<file path="config.mk">
export PLATFORM = sky130hd
export DESIGN_NAME = branch_predict_unit
export DESIGN_NICKNAME = d
export VERILOG_FILES = /design/src/rtl/bp_pkg.sv /design/src/rtl/bp_table.sv /design/src/rtl/branch_predict_unit.sv
export SDC_FILE = /design/constraint.sdc
export NUM_CORES = 2
export LEC_CHECK = 0
export BUFFER_PORTS_ARGS = -buffer_cell sky130_fd_sc_hd__buf_2
export CORE_MARGIN = 2
export CORE_UTILIZATION = 50
export CTS_CLUSTER_DIAMETER = 60
export DETAILED_ROUTE_END_ITERATION = 6
export PLACE_DENSITY = 0.72
export SYNTH_ARGS = -nofsm -noshare
export SYNTH_HDL_FRONTEND = slang
export SYNTH_SLANG_ARGS = --single-unit
</file>
<file path="constraint.sdc">
create_clock -name clk -period 15.7 [get_ports clk]
set_input_delay 3.14 -clock clk [delete_from_list [all_inputs] [get_ports clk]]
set_output_delay 3.14 -clock clk [all_outputs]
set_load 0.01 [all_outputs]
</file>
<file path="src/rtl/bp_pkg.sv">
// Shared types and helpers for the branch prediction unit: counter encodings,
// the BTB entry layout and PC index/tag extraction.
package bp_pkg;

  localparam int unsigned PC_W      = 32;
  localparam int unsigned TAG_MAX_W = 30;

  typedef enum logic [1:0] {
    SNT = 2'd0,
    WNT = 2'd1,
    WT  = 2'd2,
    ST  = 2'd3
  } ctr_t;

  localparam ctr_t CTR_ALLOC_BR = WT;
  localparam ctr_t CTR_RESET    = WNT;

  // Tag field is sized for the widest legal tag; unused upper bits stay zero.
  typedef struct packed {
    logic                 valid;
    logic [TAG_MAX_W-1:0] tag;
    logic                 isJump;
    logic [PC_W-1:0]      target;
    ctr_t                 ctr;
  } btbEntry_t;

  function automatic logic [PC_W-1:0] pcIndex(input logic [PC_W-1:0] pc,
                                               input int unsigned     idxW);
    logic [PC_W-1:0] mask;
    mask = (PC_W'(1) << idxW) - PC_W'(1);
    return (pc >> 2) & mask;
  endfunction

  function automatic logic [TAG_MAX_W-1:0] pcTag(input logic [PC_W-1:0] pc,
                                                 input int unsigned     idxW,
                                                 input int unsigned     tagW);
    logic [PC_W-1:0] mask;
    mask = (PC_W'(1) << tagW) - PC_W'(1);
    return TAG_MAX_W'((pc >> (idxW + 2)) & mask);
  endfunction

endpackage

</file>
<file path="src/rtl/bp_table.sv">
// Direct-mapped BTB storage: combinational lookup read, ID-side read for
// read-modify-write training, one synchronous write port and reset clear.
module bp_table
  import bp_pkg::*;
#(
  parameter int unsigned ENTRIES = 16,
  parameter int unsigned IDX_W   = $clog2(ENTRIES)
) (
  input  logic             clk,
  input  logic             reset,
  input  logic [IDX_W-1:0] lookupIdx,
  output btbEntry_t        lookupEntry,
  input  logic [IDX_W-1:0] updIdx,
  output btbEntry_t        updEntry,
  input  logic             wrEn,
  input  logic [IDX_W-1:0] wrIdx,
  input  btbEntry_t        wrData
);

  btbEntry_t mem [ENTRIES];

  // Reset has priority over a same-cycle write.
  always_ff @(posedge clk) begin
    if (reset) begin
      for (int i = 0; i < int'(ENTRIES); i++) begin
        mem[i] <= '{valid: 1'b0, tag: '0, isJump: 1'b0, target: '0, ctr: CTR_RESET};
      end
    end else if (wrEn) begin
      mem[wrIdx] <= wrData;
    end
  end

  assign lookupEntry = mem[lookupIdx];
  assign updEntry    = mem[updIdx];

endmodule

</file>
<file path="src/rtl/branch_predict_unit.sv">
// ID-stage branch resolution with BTB-based dynamic prediction, mispredict
// redirect, table training and saturating performance counters.
module branch_predict_unit
  import bp_pkg::*;
#(
  parameter int unsigned ENTRIES = 16,
  parameter int unsigned TAG_W   = 8,
  parameter int unsigned STAT_W  = 32
) (
  input  logic              clk,
  input  logic              reset,
  input  logic              bp_enable,
  input  logic [31:0]       if_pc,
  output logic              if_pred_taken,
  output logic [31:0]       if_pred_target,
  input  logic              id_valid,
  input  logic              id_stall,
  input  logic              id_kill,
  input  logic [31:0]       id_pc,
  input  logic              id_is_branch,
  input  logic              id_is_jump,
  input  logic              id_taken,
  input  logic [31:0]       id_target,
  input  logic              id_pred_taken,
  input  logic [31:0]       id_pred_target,
  output logic              mispredict,
  output logic [31:0]       redirect_pc,
  output logic [STAT_W-1:0] stat_branches,
  output logic [STAT_W-1:0] stat_mispredicts
);

  localparam int unsigned IDX_W = $clog2(ENTRIES);

  logic [IDX_W-1:0]     lkIdx;
  logic [TAG_MAX_W-1:0] lkTag;
  logic [IDX_W-1:0]     upIdx;
  logic [TAG_MAX_W-1:0] upTag;
  btbEntry_t            lkEntry;
  btbEntry_t            upEntry;
  btbEntry_t            wrData;
  logic                 wrEn;
  logic                 lkHit;
  logic                 upHit;
  logic                 ev;
  logic                 isCtrl;
  logic                 actual;
  logic [31:0]          seqPc;
  ctr_t                 ctrNext;

  assign lkIdx = IDX_W'(pcIndex(if_pc, IDX_W));
  assign lkTag = pcTag(if_pc, IDX_W, TAG_W);
  assign upIdx = IDX_W'(pcIndex(id_pc, IDX_W));
  assign upTag = pcTag(id_pc, IDX_W, TAG_W);

  bp_table #(
    .ENTRIES(ENTRIES),
    .IDX_W  (IDX_W)
  ) u_table (
    .clk        (clk),
    .reset      (reset),
    .lookupIdx  (lkIdx),
    .lookupEntry(lkEntry),
    .updIdx     (upIdx),
    .updEntry   (upEntry),
    .wrEn       (wrEn),
    .wrIdx      (upIdx),
    .wrData     (wrData)
  );

  // IF-side prediction from registered table state (no write-first bypass).
  assign lkHit          = lkEntry.valid && (lkEntry.tag == lkTag);
  assign if_pred_taken  = !reset && bp_enable && lkHit && (lkEntry.isJump || lkEntry.ctr[1]);
  assign if_pred_target = if_pred_taken ? lkEntry.target : '0;

  // ID-side resolution; the kernel bit of the fall-through PC never changes.
  assign ev          = id_valid && !id_stall && !id_kill && !reset;
  assign isCtrl      = id_is_branch || id_is_jump;
  assign actual      = isCtrl && id_taken;
  assign seqPc       = {id_pc[31], id_pc[30:0] + 31'd4};
  assign mispredict  = ev && ((actual != id_pred_taken) ||
                              (actual && (id_pred_target != id_target)));
  assign redirect_pc = !ev ? '0 : (actual ? id_target : seqPc);

  assign upHit = upEntry.valid && (upEntry.tag == upTag);

  always_comb begin
    ctrNext = upEntry.ctr;
    if (id_taken) begin
      if (upEntry.ctr != ST) ctrNext = ctr_t'(upEntry.ctr + 2'd1);
    end else begin
      if (upEntry.ctr != SNT) ctrNext = ctr_t'(upEntry.ctr - 2'd1);
    end
  end

  // Training write for the entry indexed by id_pc.
  always_comb begin
    wrEn   = 1'b0;
    wrData = upEntry;
    if (ev) begin
      if (id_is_jump) begin
        wrEn   = 1'b1;
        wrData = '{valid: 1'b1, tag: upTag, isJump: 1'b1, target: id_target, ctr: ST};
      end else if (id_is_branch) begin
        if (upHit) begin
          wrEn          = 1'b1;
          wrData.isJump = 1'b0;
          wrData.ctr    = ctrNext;
          if (id_taken) wrData.target = id_target;
        end else if (id_taken) begin
          wrEn   = 1'b1;
          wrData = '{valid: 1'b1, tag: upTag, isJump: 1'b0, target: id_target,
                     ctr: CTR_ALLOC_BR};
        end
      end else if (id_pred_taken) begin
        wrEn         = 1'b1;
        wrData.valid = 1'b0;
      end
    end
  end

  always_ff @(posedge clk) begin
    if (reset) begin
      stat_branches    <= '0;
      stat_mispredicts <= '0;
    end else if (ev) begin
      if (isCtrl && (stat_branches != '1)) stat_branches <= stat_branches + STAT_W'(1);
      if (mispredict && (stat_mispredicts != '1))
        stat_mispredicts <= stat_mispredicts + STAT_W'(1);
    end
  end

endmodule

</file>
# Word level (Yosys, flattened, before mapping)
# Memory sizes are Yosys's and may differ from the RTL's.
# Cells that the tools add are included.
dict set report totals {
  regBits 64
  ram_bits 1056
  input_bits 138
  output_inout_bits 130
  elab_cells 67
  mem_count 1
}
dict set report op_classes {
  add_sub_neg 5
  eq_ne 7
  n_mux 29
  reduce_logical 23
}
# memory depth word_bits read_ports rd_clocked_by_memory_dff write_ports line
set memory_table {}
lappend memory_table {u_table.mem 16 66 2 0 16 bp_table.sv:20} ;# btbEntry_t mem [ENTRIES];
# operator count
set op_table {}
lappend op_table {{66-bit 2-to-1 mux} 4}
lappend op_table {{32-bit 2-to-1 mux} 4}
lappend op_table {{66-bit OR reduction} 1}
lappend op_table {{65-bit 2-to-1 mux} 1}
lappend op_table {{32-bit by 1-bit adder with 32-bit output, second input constant} 2}
lappend op_table {{32-bit inequality test, second input constant} 2}
lappend op_table {{30-bit by 8-bit == test with 1-bit output} 2}
lappend op_table {{35-bit 2-to-1 mux} 1}
lappend op_table {{32-bit inequality test} 1}
lappend op_table {{31-bit by 3-bit adder with 31-bit output, second input constant} 1}
lappend op_table {{31-bit 2-to-1 mux} 1}
lappend op_table {{1-bit 2-to-1 mux} 14}
lappend op_table {{1-bit logical AND} 13}
lappend op_table {{2-bit 2-to-1 mux} 3}
lappend op_table {{4-bit 2-to-1 mux} 1}
lappend op_table {{2-bit AND reduction} 2}
lappend op_table {{1-bit zero test} 3}
lappend op_table {{1-bit logical OR} 3}
lappend op_table {{2-bit by 1-bit adder with 2-bit output, second input constant} 1}
lappend op_table {{2-bit inequality test, second input constant} 1}
lappend op_table {{2-bit nonzero test} 1}
lappend op_table {{2-bit by 1-bit subtractor with 2-bit output, second input constant} 1}
lappend op_table {{1-bit inequality test} 1}

# Longest topological paths before layout
# An unclocked memory read counts as a cell.
dict set report logic_depth {
  word_depth 12
  depth_mapped 17
  mapped_depth_nobuf 9
}

# Modules after synthesis
# A second synthesis with hierarchy kept.
dict set report unflattened {
  cells_unflattened 4218
  hier_area_um2 60361.6
}
# module n_inst cells_per_inst area_each_um2 seq_area_each_um2
set modules_own_cells {}
lappend modules_own_cells {bp_table 1 3438 54464.7 31710.4}
lappend modules_own_cells {branch_predict_unit 1 780 5896.9 1281.2}

# Worst setup path after synthesis
# Ideal clock, no wire load.
dict set report synth_path {
  path_type {input to output}
  from {input port if_pc[2]}
  to {output port if_pred_target[0]}
  t_arrival_ns 6.237
  required_time_ns 12.560
  slack_ns 6.323
  cell_stages 8
  n_path_buf 5
  path_cell_list {buf_1 -> clkbuf_1 -> clkbuf_1 -> clkbuf_1 -> buf_1 -> mux4_2 -> mux4_2 -> nor2b_1}
}
dict set report synth_via {
  elab_chain_cells 6
  word_cells_on_any_way 7
  cone_classes {eq/ne: 1; mux: 1; reduce/logical: 4; memory: 1}
}
# item line
set synth_lines {}
lappend synth_lines {{from (decl)} branch_predict_unit.sv:13} ;# input logic [31:0] if_pc,
lappend synth_lines {{memory 16 x 66 bit (*)} -}
lappend synth_lines {{30-bit by 8-bit == test with 1-bit output} branch_predict_unit.sv:71} ;# assign lkHit = lkEntry.valid && (lkEntry.tag == lkTag);
lappend synth_lines {{1-bit logical AND} branch_predict_unit.sv:71}
lappend synth_lines {{1-bit logical AND (2 in series)} branch_predict_unit.sv:72} ;# assign if_pred_taken = !reset && bp_enable && lkHit && (lkEntry.isJump || lkEntry.ctr[1]);
lappend synth_lines {{32-bit 2-to-1 mux (*)} branch_predict_unit.sv:73} ;# assign if_pred_target = if_pred_taken ? lkEntry.target : '0;
lappend synth_lines {{to (decl)} branch_predict_unit.sv:15} ;# output logic [31:0] if_pred_target,
# Mark *: on every way between the ends. The rest lies on a longest branch, timed or not.

# Worst setup path after layout
dict set report layout_path {
  from {input port if_pc[2]}
  to {output port if_pred_target[15]}
}
# Same word-level chain as after synthesis.

==> metrics.log <==
INFO  metric timing.hold.worst_endpoint = stat_mispredicts[19]
INFO  metric tritoncts.num_buffers = 115
INFO  metric grt_max_degree = 112
INFO  metric synth_edf_count = 1056
INFO  metric worst_ep_arrival_time = 7.84 ns
INFO  metric synth_top_area_frac = 0.5614
INFO  metric postCtsHoldBufs = 0
INFO  metric worstSkewPairLatency = 0.76 ns
INFO  metric slew_headroom = 0.07334
INFO  metric synth_common_cells = nor2_1, edfxtp_1, mux4_2
INFO  metric worst_clock_skew = 0.04822 ns
INFO  metric clock_tree.root_cell = clkbuf_16
INFO  metric cpPeakStageDelay = 0.94 ns
INFO  metric dominant_synthesized_flop_cell = edfxtp_1
INFO  metric min_from = stat_mispredicts[19]
INFO  metric worst-r2r-cell-count = 9
INFO  metric postCtsSetupBuffers = 0
INFO  metric synth_seq_area_share = 0.5841
INFO  metric clock_tree_from_tritoncts = done
INFO  metric timing.hold.worst_path_depth = 2
INFO  metric area.growth.synth_to_final = 10.42%
INFO  metric buffer_ports.inserted = 247
INFO  metric max_cap_viols = 0
INFO  metric placementRows = 123
INFO  metric synth_top_cells_by_area = edfxtp_1, mux4_2, nor2_1, dfxtp_1, buf_6
INFO  metric syn-num-nets = 4150
INFO  metric track_usage = 0.2981
INFO  metric io_pins = 268
INFO  metric fmax = 91.10 MHz
INFO  metric rsz0062_at_grt = false
INFO  metric totalNegativeSetupSlack = 0 ns
INFO  metric clk_transition_reported_paths = 0.06 ns
INFO  metric dr.first_iter.drc_count = 5367
INFO  metric drt_first_pass_iters = 6
INFO  metric finalWorstPathRequiredPeriod = 10.98 ns
INFO  metric pre_cts_setup_slack = 4.644 ns
INFO  metric vias = 37880
INFO  metric grt_first_pass_wirelength = 251600 um
INFO  metric netlist_instances = 4006
INFO  metric report.final.setup_viol = 0
INFO  metric gpl.final_weighted_congestion = 0.9211
INFO  metric worst_setup_path_end_kind = primary output
INFO  metric post_cts.resized_instances = 0
INFO  metric post-route-util = 0.5551
INFO  metric ys_warn_count = 0
INFO  metric synth_async_sr_flop_share = 0
INFO  metric total_leakage_power = 0.02142 uW
INFO  metric cts_max_path_buffers = 3
INFO  metric cells_along_the_critical_path = buf_8, buf_4, buf_4, o211ai_1, o21ai_0, o21ai_0, nor3_1, a311oi_1, a21o_1, a2111o_2, nor2b_1, buf_2
INFO  metric finalCritPeriodShare = 0.6992
INFO  metric instances_no_fill = 5696
INFO  metric detail_route.wirelength = 173100 um
INFO  metric antenna_found_initial = 9
INFO  metric drcViolationCount = 0
INFO  metric die_width = 340.1 um
INFO  metric synth_area = 0.05648 mm^2
INFO  metric timing.rr.start = u_table.mem[11][51]
INFO  metric slew_violations = 0
INFO  metric finalWorstSetupSlack = 4.723 ns
INFO  metric criticalPathCategory = in2out
INFO  metric final_hold_violations = 0
INFO  metric synth.distinct_cells = 63
INFO  metric starting_utilization_of_the_core_area = 0.5028
INFO  metric first_global_vias = 37620
INFO  metric route.antenna.remaining_nets = 0
INFO  metric endpoint_of_the_worst_slack_reg_to_reg_timing_path = u_table.mem[8][11]
INFO  metric post-synth-top-area-cell = edfxtp_1
INFO  metric status = finished clean
INFO  metric cp_data_required_time = 12.56 ns
INFO  metric crit_slowest_cell = buf_4
INFO  metric worst_setup_path_start_kind = input port
INFO  metric cpLargestDelayFamily = buffers and inverters
INFO  metric post-route-cell-area = 0.06237 mm^2
INFO  metric timing.critical_path.fanout_max = 54
INFO  metric cellPowerDensity = 110.2 mW/mm^2
INFO  metric core_area = 0.1123 mm^2
INFO  metric placed_cells_incl_taps = 5474
INFO  metric layout-drive-gt1-share = 0.2576
INFO  metric worst-slew-pin-transition = 1.351 ns
INFO  metric startpoint = if_pc[2]
INFO  metric reg2reg_slack = 10.04 ns
INFO  metric synth.ff_latch_count = 1120
INFO  metric cts_num_sinks = 1120
INFO  metric grt_remaining_overflow = 0
INFO  metric finalNetCount = 4237
INFO  metric holdCritPathClass = reg2reg
INFO  metric dpl_cell_area = 0.05854 mm^2
INFO  metric fp.dieArea = 0.1157 mm^2
INFO  metric route.detailed.wl_per_inst = 30.39 um
INFO  metric vdd_drop_max = 0.09995 mV
INFO  metric syn_area_per_cell = 14.10 um^2
INFO  metric critical_path_cell_count = 12
INFO  metric dp.final_hpwl = 103200 um
INFO  metric floorplan.die.height = 340.1 um
INFO  metric cts-htree-levels = 3
INFO  metric post-synth-top-count-cell = nor2_1
INFO  metric route.detailed.vias_per_inst = 6.651
INFO  metric path_buf_inv = 4
==> logic make-up after synthesis <==
logic type | count (synthesis) | share of synthesized area
AND/OR/NAND/NOR | 1628 | 0.1265
flip-flops | 1120 | 0.5841
multiplexers | 570 | 0.2121
buffers and inverters | 388 | 0.03617
AO/OA/AOI/OAI | 169 | 0.02042
XOR/XNOR | 125 | 0.01938
adder cells (fa/ha/maj) | 6 | 0.001329
==> where the power goes <==
part | internal (uW) | switching [uW] | total, uW
clock network | 1540 | 1220 | 2750
registers | 3360 | 54.8 | 3410
logic | 269 | 439 | 708
==> layout make-up <==
cell class	count	area (um^2)
Antenna cell	4	10.01
Clock buffer	139	2968
Clock inverter	77	819.5
Fill cell	8853	49980
Inverter	20	75.07
Multi-Input combinational cell	2498	21650
Sequential cell	1120	32990
Tap cell	1500	1877
Timing Repair Buffer	338	1978
==> stage by stage <==
stage | total power, uW | hold WS (ns)
3_5_place_dp | 4164 | 0.5024
2_1_floorplan | 3926 | 0.5102
3_3_place_gp | 4152 | 0.4916
5_1_grt | 7026 | 0.5404
6_report | 6873 | 0.5202
4_1_cts | 6874 | 0.5102
==> flip-flops by register name (all words and copies together) (netlist names) <==
name / cells
u_table.mem: 1056
stat_branches: 32
stat_mispredicts: 32
==> worst min-delay path, delay by kind of cell, from the launching register on <==
kind	cells	cell delay, ns
flip-flops	1	0.34
AO/OA/AOI/OAI	2	0.14
==> per-layer routing <==
| metal | up-vias | wire, um | GRT usage |
|---|---|---|---|
| met5 | - | 62 | 0 |
| met4 | 10 | 11000 | 0.1665 |
| met3 | 605 | 20880 | 0.05993 |
| met2 | 2901 | 83920 | 0.4910 |
| met1 | 19010 | 57210 | 0.3714 |
| li1 | 15360 | - | - |
==> cell usage in the layout, fill, tap and decap left out, types with 34 or more instances in the layout <==
cell,netlist,routed
xnor2_1,71,71
nor2_1,1161,1161
nor4_1,80,80
nand4_1,44,44
buf_2,103,239
clkinv_1,0,35
nor2b_1,39,38
nand2_1,87,87
nor3_1,34,34
mux4_2,500,500
mux2i_1,54,50
dfxtp_1,64,64
xor2_1,54,54
edfxtp_1,1056,1056
o21ai_0,35,35
buf_4,3,94
nand3_1,39,39
clkbuf_16,0,115
==> how the worst max path moves through the flow <==
stage | endpoint | slack, ns
floorplan | if_pred_target[0] | 6.32
global placement | if_pred_target[15] | 4.68
detailed placement | if_pred_target[15] | 4.64
CTS | if_pred_target[15] | 4.59
global route | if_pred_target[15] | 4.34
finish | if_pred_target[15] | 4.72
(Power assumes the default switching activity.)
